### src/rtl/button_pkg.sv
// Shared types and constants for the button event arbiter.
// Also hosts the popcount helper used by the optional drop counter.
package button_pkg;

  typedef enum logic [0:0] {
    ARB_IDLE    = 1'b0,
    ARB_PRESENT = 1'b1
  } arb_state_t;

  localparam int DROP_CNT_W = 8;
  localparam logic [DROP_CNT_W-1:0] DROP_CNT_MAX = 8'd255;

  // Number of set bits in a request-sized vector (at most 16 buttons).
  function automatic logic [4:0] popcount16(input logic [15:0] v);
    logic [4:0] cnt;
    cnt = 5'd0;
    for (int i = 0; i < 16; i++) begin
      cnt = cnt + {4'd0, v[i]};
    end
    return cnt;
  endfunction

endpackage

### src/rtl/rr_priority_picker.sv
// Combinational round-robin picker: first set request at or after ptr_i,
// wrapping from NUM_BTNS-1 back to 0.
module rr_priority_picker
  import button_pkg::*;
#(
  parameter int NUM_BTNS = 4,
  parameter int IDX_W    = $clog2(NUM_BTNS)
) (
  input  logic [NUM_BTNS-1:0] req_i,
  input  logic [IDX_W-1:0]    ptr_i,
  output logic [IDX_W-1:0]    grant_idx_o,
  output logic                any_o
);

  // Scan requests in rotated order, keeping the first hit.
  always_comb begin
    int         raw;
    logic [IDX_W-1:0] cand;
    logic       hit;
    grant_idx_o = {IDX_W{1'b0}};
    any_o       = 1'b0;
    raw         = 0;
    cand        = {IDX_W{1'b0}};
    hit         = 1'b0;
    for (int i = 0; i < NUM_BTNS; i++) begin
      raw         = int'(ptr_i) + i;
      raw         = (raw >= NUM_BTNS) ? (raw - NUM_BTNS) : raw;
      cand        = IDX_W'(raw);
      hit         = req_i[cand] & ~any_o;
      grant_idx_o = hit ? cand : grant_idx_o;
      any_o       = any_o | req_i[cand];
    end
  end

endmodule

### src/rtl/button_event_arbiter.sv
// Serializes button press pulses into a valid/ready event stream with
// round-robin fairness. Optional drop counter enabled by DROP_COUNT_EN.
module button_event_arbiter
  import button_pkg::*;
#(
  parameter  int NUM_BTNS = 4,
  localparam int IDX_W    = $clog2(NUM_BTNS)
) (
  input  logic                  clk_i,
  input  logic                  reset_i,
  input  logic [NUM_BTNS-1:0]   pulse_i,
  output logic                  event_valid_o,
  input  logic                  event_ready_i,
  output logic [IDX_W-1:0]      event_idx_o,
  output logic [NUM_BTNS-1:0]   pending_o
`ifdef DROP_COUNT_EN
  ,
  output logic [DROP_CNT_W-1:0] drop_count_o
`endif
);

  arb_state_t          state_q, state_d;
  logic [IDX_W-1:0]    idx_q, idx_d;
  logic [IDX_W-1:0]    ptr_q, ptr_d;
  logic [NUM_BTNS-1:0] pending_q, pending_d;
  logic [NUM_BTNS-1:0] clr_s;
  logic                handshake_s;
  logic [IDX_W-1:0]    next_ptr_s;
  logic [IDX_W-1:0]    pick_ptr_s;
  logic [IDX_W-1:0]    grant_s;
  logic                any_s;

  // Explicit wrap keeps non-power-of-2 button counts correct.
  assign handshake_s = (state_q == ARB_PRESENT) & event_ready_i;
  assign next_ptr_s  = (idx_q == IDX_W'(NUM_BTNS - 1)) ? {IDX_W{1'b0}}
                                                       : (idx_q + IDX_W'(1));
  assign pick_ptr_s  = handshake_s ? next_ptr_s : ptr_q;

  rr_priority_picker #(
    .NUM_BTNS (NUM_BTNS),
    .IDX_W    (IDX_W)
  ) u_picker (
    .req_i       (pending_q),
    .ptr_i       (pick_ptr_s),
    .grant_idx_o (grant_s),
    .any_o       (any_s)
  );

  // Next-state, grant and pointer update for the two-state arbiter.
  always_comb begin
    state_d = state_q;
    idx_d   = idx_q;
    ptr_d   = ptr_q;
    clr_s   = {NUM_BTNS{1'b0}};
    case (state_q)
      ARB_IDLE: begin
        if (any_s) begin
          idx_d   = grant_s;
          clr_s   = NUM_BTNS'(1'b1) << grant_s;
          state_d = ARB_PRESENT;
        end else begin
          state_d = ARB_IDLE;
        end
      end
      ARB_PRESENT: begin
        if (event_ready_i) begin
          ptr_d = next_ptr_s;
          if (any_s) begin
            idx_d   = grant_s;
            clr_s   = NUM_BTNS'(1'b1) << grant_s;
            state_d = ARB_PRESENT;
          end else begin
            state_d = ARB_IDLE;
          end
        end else begin
          state_d = ARB_PRESENT;
        end
      end
      default: begin
        state_d = ARB_IDLE;
      end
    endcase
    // A new press in the grant cycle survives the clear.
    pending_d = (pending_q & ~clr_s) | pulse_i;
  end

  // Arbiter state, presented index, pointer and pending flags.
  always_ff @(posedge clk_i or posedge reset_i) begin
    if (reset_i) begin
      state_q   <= ARB_IDLE;
      idx_q     <= {IDX_W{1'b0}};
      ptr_q     <= {IDX_W{1'b0}};
      pending_q <= {NUM_BTNS{1'b0}};
    end else begin
      state_q   <= state_d;
      idx_q     <= idx_d;
      ptr_q     <= ptr_d;
      pending_q <= pending_d;
    end
  end

  assign event_valid_o = (state_q == ARB_PRESENT);
  assign event_idx_o   = idx_q;
  assign pending_o     = pending_q;

`ifdef DROP_COUNT_EN
  logic [DROP_CNT_W-1:0] drop_cnt_q, drop_cnt_d;
  logic [NUM_BTNS-1:0]   drop_s;
  logic [DROP_CNT_W:0]   drop_sum_s;

  // A press is lost when its button is already pending and not being granted.
  always_comb begin
    drop_s     = pulse_i & pending_q & ~clr_s;
    drop_sum_s = {1'b0, drop_cnt_q} + (DROP_CNT_W + 1)'(popcount16(16'(drop_s)));
    if (drop_sum_s > {1'b0, DROP_CNT_MAX}) begin
      drop_cnt_d = DROP_CNT_MAX;
    end else begin
      drop_cnt_d = drop_sum_s[DROP_CNT_W-1:0];
    end
  end

  // Saturating drop counter, cleared only by reset.
  always_ff @(posedge clk_i or posedge reset_i) begin
    if (reset_i) begin
      drop_cnt_q <= {DROP_CNT_W{1'b0}};
    end else begin
      drop_cnt_q <= drop_cnt_d;
    end
  end

  assign drop_count_o = drop_cnt_q;
`endif

endmodule
### config.mk
export PLATFORM = sky130hd
export DESIGN_NAME = button_event_arbiter
export DESIGN_NICKNAME = d
export VERILOG_FILES = /design/src/rtl/button_pkg.sv /design/src/rtl/rr_priority_picker.sv /design/src/rtl/button_event_arbiter.sv
export SDC_FILE = /design/constraint.sdc
export NUM_CORES = 1
export LEC_CHECK = 0
export CORE_UTILIZATION = 40
export DETAILED_ROUTE_END_ITERATION = 10
export GPL_TIMING_DRIVEN = 0
export PLACE_DENSITY = 0.69
export RECOVER_POWER = 100
export SKIP_CTS_REPAIR_TIMING = 1
export SKIP_LAST_GASP = 1
export SLEW_MARGIN = 20
export SYNTH_ARGS = -nofsm -noshare
export SYNTH_HDL_FRONTEND = slang
export SYNTH_SLANG_ARGS = --single-unit
### constraint.sdc
create_clock -name clk_i -period 1.9 [get_ports clk_i]
set_clock_uncertainty 0.05 [all_clocks]
set_input_delay 0.285 -clock clk_i [delete_from_list [all_inputs] [get_ports clk_i]]
set_output_delay 0.285 -clock clk_i [all_outputs]
set_load 0.05 [all_outputs]
==> results.md, run 1 <==
* Run status: finished, final reports clean
* Synth top area cells: dfrtp_1 43%, nor2_1 5.7%, a221oi_4 5.0%, a21oi_1 4.8%, a31oi_1 3.6%
* Slowest stage delay, CP at 0.82 ns
* Crit path buffers/inverters at 1
* Area grow syn2layout at 34.68%
* CP delay by family, top: buffers and inverters
* Flop and latch count out of synthesis at 9
* Worst slew margin at 59.93%
* Top-area cell type share of the netlist area at 42.76%
* Total power at 1.253 mW
* Critical Path RT at 1.56 ns
* Dpl cells at 78
* Final setup viols at 0
* Ys flop type: dfrtp_1
* DRC Markers at 0
* Mean Syn Cell Area at 10.33 um^2
* Synthesized-area fraction occupied by adder cells at 2.375%
* Post-route ant nets at 0
* Syn Std Cell Area at 526.8 um^2
* GRT overflow at 0
* Main combinational cell family by area after synthesis: compound AO/OA/AOI/OAI gates
* Worst path slowest cell: clkdlybuf4s50_1
* Mux share of post-synthesis cell area at 2.138%
* Initial core utilization at 44.98%
* Worst Setup Start Kind: register
* Rows at 12
* Worst Setup End Kind: primary output
* Die Span Y at 38.29 um
* Die W at 38.29 um
* Final hold vios at 0
* Post-synth ARST share at 100.0%
* DR vias at 459
* Syn. warnings at 0
* Drt first pass iters at 4
* Detailed Route WL at 1063 um
* Pin count of the biggest net entering global routing at 10
* NumNets Final at 77
* CTS buffer count at 3
* # diodes at 0
* Clk Latency, worst-skew pair at 0.26 ns
* Post-DP Area at 701.9 um^2
* CTS sink count at 9
* Top post-synthesis cells by count: 9 x dfrtp_1, 8 x nor2_1, 5 x a21oi_1, 5 x inv_1, 3 x a31oi_1
* Die area at 1466 um^2
* Total GRT Usage at 17.06%
* Crit-path cells: clkdlybuf4s50_1
* PD cells at 1766 nW/um^2
* H-tree Lvls at 1
* First-pass GRT wire length at 1725 um
* Worst slew pin tran at 0.6037 ns
* Clock-pin slew on the worst setup and hold paths at 0.07 ns
* Vias in the first global route at 416
* CTS tree: yes
* Initial antenna violation count at 0
* Library cells used by synthesis at 23
* Core area at 1171 um^2
* Critical path type: reg -> out
* Max cap viols at 0
* Sequential area share after synthesis at 42.76%
* EDFF count, synth at 0
* Final Cycle Share at 96.83%
* Clock Tree Root: clkbuf_4
* CTS max path bufs at 2
* 1st-iter DRT viols at 2
* Fin util at 60.58%
* Pleak at 0.2848 nW
* XOR/XNOR Fraction of Synth Area at 0%
* Post-synthesis simple-gate area fraction at 21.14%
* Unrepaired setup endpoints after global routing: no
* PortBufs at 13
* Final HPWL DP at 802.4 um
* Top-count cell post-synth: dfrtp_1
* Dominant cell type by area after synthesis: dfrtp_1
* Non-filler instance count after layout at 82
* Syn Nets at 59
* Crit Path Max Fanout at 6
* VDD IR max at 0.8789 mV
* RePlAce Congestion at 0.8077
* IO Count at 14
* Layout cell share with drive strength beyond 1 at 26.47%
* Arrival time worst endpoint at 1.50 ns
* Worst Hold Class: in -> async
* Minimum clock period at 1.840 ns
* Routed len/inst at 12.96 um
* Compound-cell area share of the yosys netlist at 28.03%
* Fmax achieved at 543.5 MHz
* Slew Limit Fails at 0
* Cells after Synth at 51
* Final Instance Area at 709.4 um^2
* Vias per std cell at 5.598
[metal layers]
layer | routed length [um] | track usage [%] | up-vias
met3 | 40 | 2.326 | 2
met4 | 4 | 7.143 | 0
met1 | 503 | 23.05 | 218
met2 | 514 | 27.12 | 14
met5 | 0 | 0 | -
li1 | - | - | 225
[where the power goes]
part	switching (mW)	internal [mW]	total, mW
Combinational	0.431	0.295	0.726
Sequential	0.107	0.269	0.376
Clock	0.0732	0.0776	0.151
[final cells by class]
type	instances	area [um^2]
fill	111	461.7
multi-input combinational	37	311.5
clock inverter	1	5.005
clock buffer	3	22.52
tap	14	17.52
sequential	9	229.0
inverter	5	18.77
timing repair buffer	13	105.1
[final timing paths]
check	start	to	slack (ns)	depth (start not counted)
worst max-delay path	event_valid_o	event_valid_o	0.06	1
worst min-delay path	reset_i	pending_o[3]	0.37	2
worst max register to register	event_idx_o[0]	pending_o[3]	0.07	6
worst min register to register	event_idx_o[0]	event_idx_o[0]	0.50	1
max in group asynchronous	reset_i	event_valid_o	1.16	2
min in group clk_i	event_idx_o[0]	event_idx_o[0]	0.50	1
[metrics by stage]
step | setup WS [ns] | hold slack [ns] | setup TNS (ns)
6_report | 0.06014 | 0.3674 | 0
5_1_grt | 0.007729 | 0.4133 | 0
4_1_cts | -0.06044 | 0.2463 | -0.1153
3_5_place_dp | -0.2036 | 0.4882 | -0.8624
2_1_floorplan | 0.002406 | 0.06272 | 0
3_3_place_gp | -0.1897 | 0.4786 | -0.8102
[sequential cells by signal, summed over array words and instances (netlist names)]
register       flops
event_idx_o        2
event_valid_o      1
pending_o          4
ptr_q              2
[cells by family after synthesis]
| logic type | Yosys count |
|---|---|
| and+or+nand+nor | 18 |
| AOI/OAI and AO/OA | 17 |
| DFF | 9 |
| adders and majority gates | 1 |
| buffers and inverters | 5 |
| muxes | 1 |
[placed cells by master, fill, tap and decap left out, types with 2 or more instances in the layout]
cell type / instances
and2_4: 2
dfrtp_1: 6
a31oi_1: 3
dfrtp_2: 3
inv_1: 5
a21oi_1: 5
clkbuf_1: 4
clkbuf_4: 3
o21ai_1: 2
nor2_1: 8
clkdlybuf4s50_1: 8
Note: power is estimated with default switching activity, not from simulation.
==> run 2, diff against run 1 <==
--- a/config.mk
+++ b/config.mk
@@ -5,7 +5,9 @@
 export SDC_FILE = /design/constraint.sdc
 export NUM_CORES = 1
 export LEC_CHECK = 0
-export CORE_UTILIZATION = 40
+export CELL_PAD_IN_SITES_DETAIL_PLACEMENT = 1
+export CELL_PAD_IN_SITES_GLOBAL_PLACEMENT = 1
+export CORE_UTILIZATION = 31
 export DETAILED_ROUTE_END_ITERATION = 10
 export GPL_TIMING_DRIVEN = 0
 export PLACE_DENSITY = 0.69
==> run 2 against run 1 <==
Hold slack better by 0.0011 ns. Cell area up 0.53%. Power up 1.4%. Non-clock buffer count unchanged. Clock-buffer cell count up 1. Fmax down 1.3%. Wire length up 28%. Global-route usage up 1.3 points. Core utilization down 14 points. Via count up 1.3%. Clock power up 4%. Setup slack worse by 0.025 ns. Critical path type unchanged. Largest cell class unchanged.
==> results.md, run 2 (synthesis gave the netlist of run 1 again) <==
* Run status: finished, final reports clean
* Vias in the first global route at 499 (+20%)
* PortBufs at 13 (unchanged)
* Area grow syn2layout at 35.39%
* Rows at 14 (+2)
* Final setup viols at 0 (unchanged)
* Clock Tree Root: clkbuf_4
* Pleak at 0.2912 nW (+2.3%)
* CTS tree: yes
* Final HPWL DP at 1028 um (+28%)
* Unrepaired setup endpoints after global routing: yes
* Detailed Route WL at 1361 um (+28%)
* Setup TNS at 0 ns (unchanged)
* Worst Setup Start Kind: register
* Total GRT Usage at 18.39% (+1.3 points)
* CTS buffer count at 3 (unchanged)
* CTS max path bufs at 2 (unchanged)
* Crit-path cells: clkdlybuf4s50_1
* Die Span Y at 43.22 um (+13%)
* IO Count at 14 (unchanged)
* Routed len/inst at 16.20 um (+25%)
* Worst Hold Class: in -> async
* Worst slew pin tran at 0.5933 ns (-0.01037 ns)
* Critical path type: reg -> out
* 1st-iter DRT viols at 6 (+4)
* Commonest non-fill, non-tap cell in the layout: nor2_1
* Critical Path RT at 1.56 ns (about the same)
* Initial core utilization at 34.17% (-11 points)
* Core area at 1541 um^2 (+32%)
* H-tree Lvls at 1 (unchanged)
* Non-filler instance count after layout at 84 (+2.4%)
* DRC Markers at 0 (unchanged)
* Slew Limit Fails at 0 (unchanged)
* PD cells at 1782 nW/um^2 (+0.89%)
* Largest register FFs at 4 (unchanged)
* Most frequent cells in the layout: 8 x nor2_1, 7 x clkdlybuf4s50_1, 6 x dfrtp_1
* CTS sink count at 9 (unchanged)
* Initial antenna violation count at 0 (unchanged)
* Arrival time worst endpoint at 1.53 ns (+0.03 ns)
* Crit path buffers/inverters at 1 (unchanged)
* Crit Path Max Fanout at 6 (unchanged)
* Total power at 1.271 mW (+1.4%)
* Die W at 43.22 um (+13%)
* Worst Setup End Kind: primary output
* Dpl cells at 80 (+2.6%)
* Max cap viols at 0 (unchanged)
* # diodes at 0 (unchanged)
* Clk Latency, worst-skew pair at 0.27 ns (about the same)
* NumNets Final at 77 (unchanged)
* CP delay by family, top: buffers and inverters
* VDD IR max at 0.8677 mV (-1.3%)
* DR vias at 465 (+1.3%)
* Vias per std cell at 5.536 (-1.1%)
* Slowest stage delay, CP at 0.83 ns (about the same)
* Pin count of the biggest net entering global routing at 10 (unchanged)
* Final hold vios at 0 (unchanged)
* Worst path slowest cell: clkdlybuf4s50_1
* Layout cell share with drive strength beyond 1 at 25.00% (-1.5 points)
* Clock-pin slew on the worst setup and hold paths at 0.07 ns (about the same)
* First-pass GRT wire length at 2428 um (+41%)
* Fmax achieved at 536.4 MHz (-1.3%)
* Minimum clock period at 1.864 ns (+0.02452 ns)
* Worst slew margin at 60.62% (+0.69 points)
* Final Cycle Share at 98.13% (+1.3 points)
* Fin util at 46.27% (-14 points)
* GRT overflow at 0 (unchanged)
* Die area at 1868 um^2 (+27%)
* Post-route ant nets at 0 (unchanged)
* Drt first pass iters at 3 (-1)
* RePlAce Congestion at 0.7158 (-11%)
-- run 2: layer usage --
metal / up-vias / wire [um] / global-route usage (%)
met3: 2 / 34 / 5.106
met1: 231 / 638 / 23.61
li1: 225 / - / -
met4: 0 / 18 / 12.73
met2: 7 / 671 / 26.27
met5: - / 0 / 0
-- run 2: path summary, 6_finish.rpt --
check                           slack (ns)              to  cells after the start           start
max in group asynchronous             1.14  event_idx_o[1]                      2         reset_i
worst min-delay path                  0.37    pending_o[2]                      2         reset_i
min in group clk_i                    0.50        ptr_q[0]                      3   event_ready_i
worst min register to register        0.50  event_idx_o[0]                      1  event_idx_o[0]
worst max register to register        0.09  event_idx_o[1]                      6  event_idx_o[0]
worst max-delay path                  0.04   event_valid_o                      1   event_valid_o
-- run 2: layout make-up --
cell class              instances  area [um^2]
clock buffers                   4        26.28
well taps                      16        20.02
repair buffers                 13        107.6
flip-flops and latches          9        229.0
fillers                       180        828.3
multi-input cells              37        311.5
inverters                       5        18.77
-- run 2: stage by stage --
step | cell area, um^2 | hold slack [ns] | setup slack (ns)
finish | 713.2 | 0.3684 | 0.03562
CTS | 730.7 | 0.2413 | -0.09950
global placement | 704.4 | 0.4908 | -0.2248
floorplan | 554.3 | 0.06272 | 0.002406
global route | 713.2 | 0.4160 | -0.006160
detailed placement | 704.4 | 0.4940 | -0.2144
-- run 2: power breakdown --
group / total [mW] / switching, mW / internal, mW / leakage [nW]
Sequential: 0.379 / 0.109 / 0.269 / 0.0931
Clock: 0.157 / 0.0753 / 0.0812 / 0.0150
Combinational: 0.736 / 0.439 / 0.296 / 0.183
Total: 1.27 / 0.624 / 0.647 / 0.291
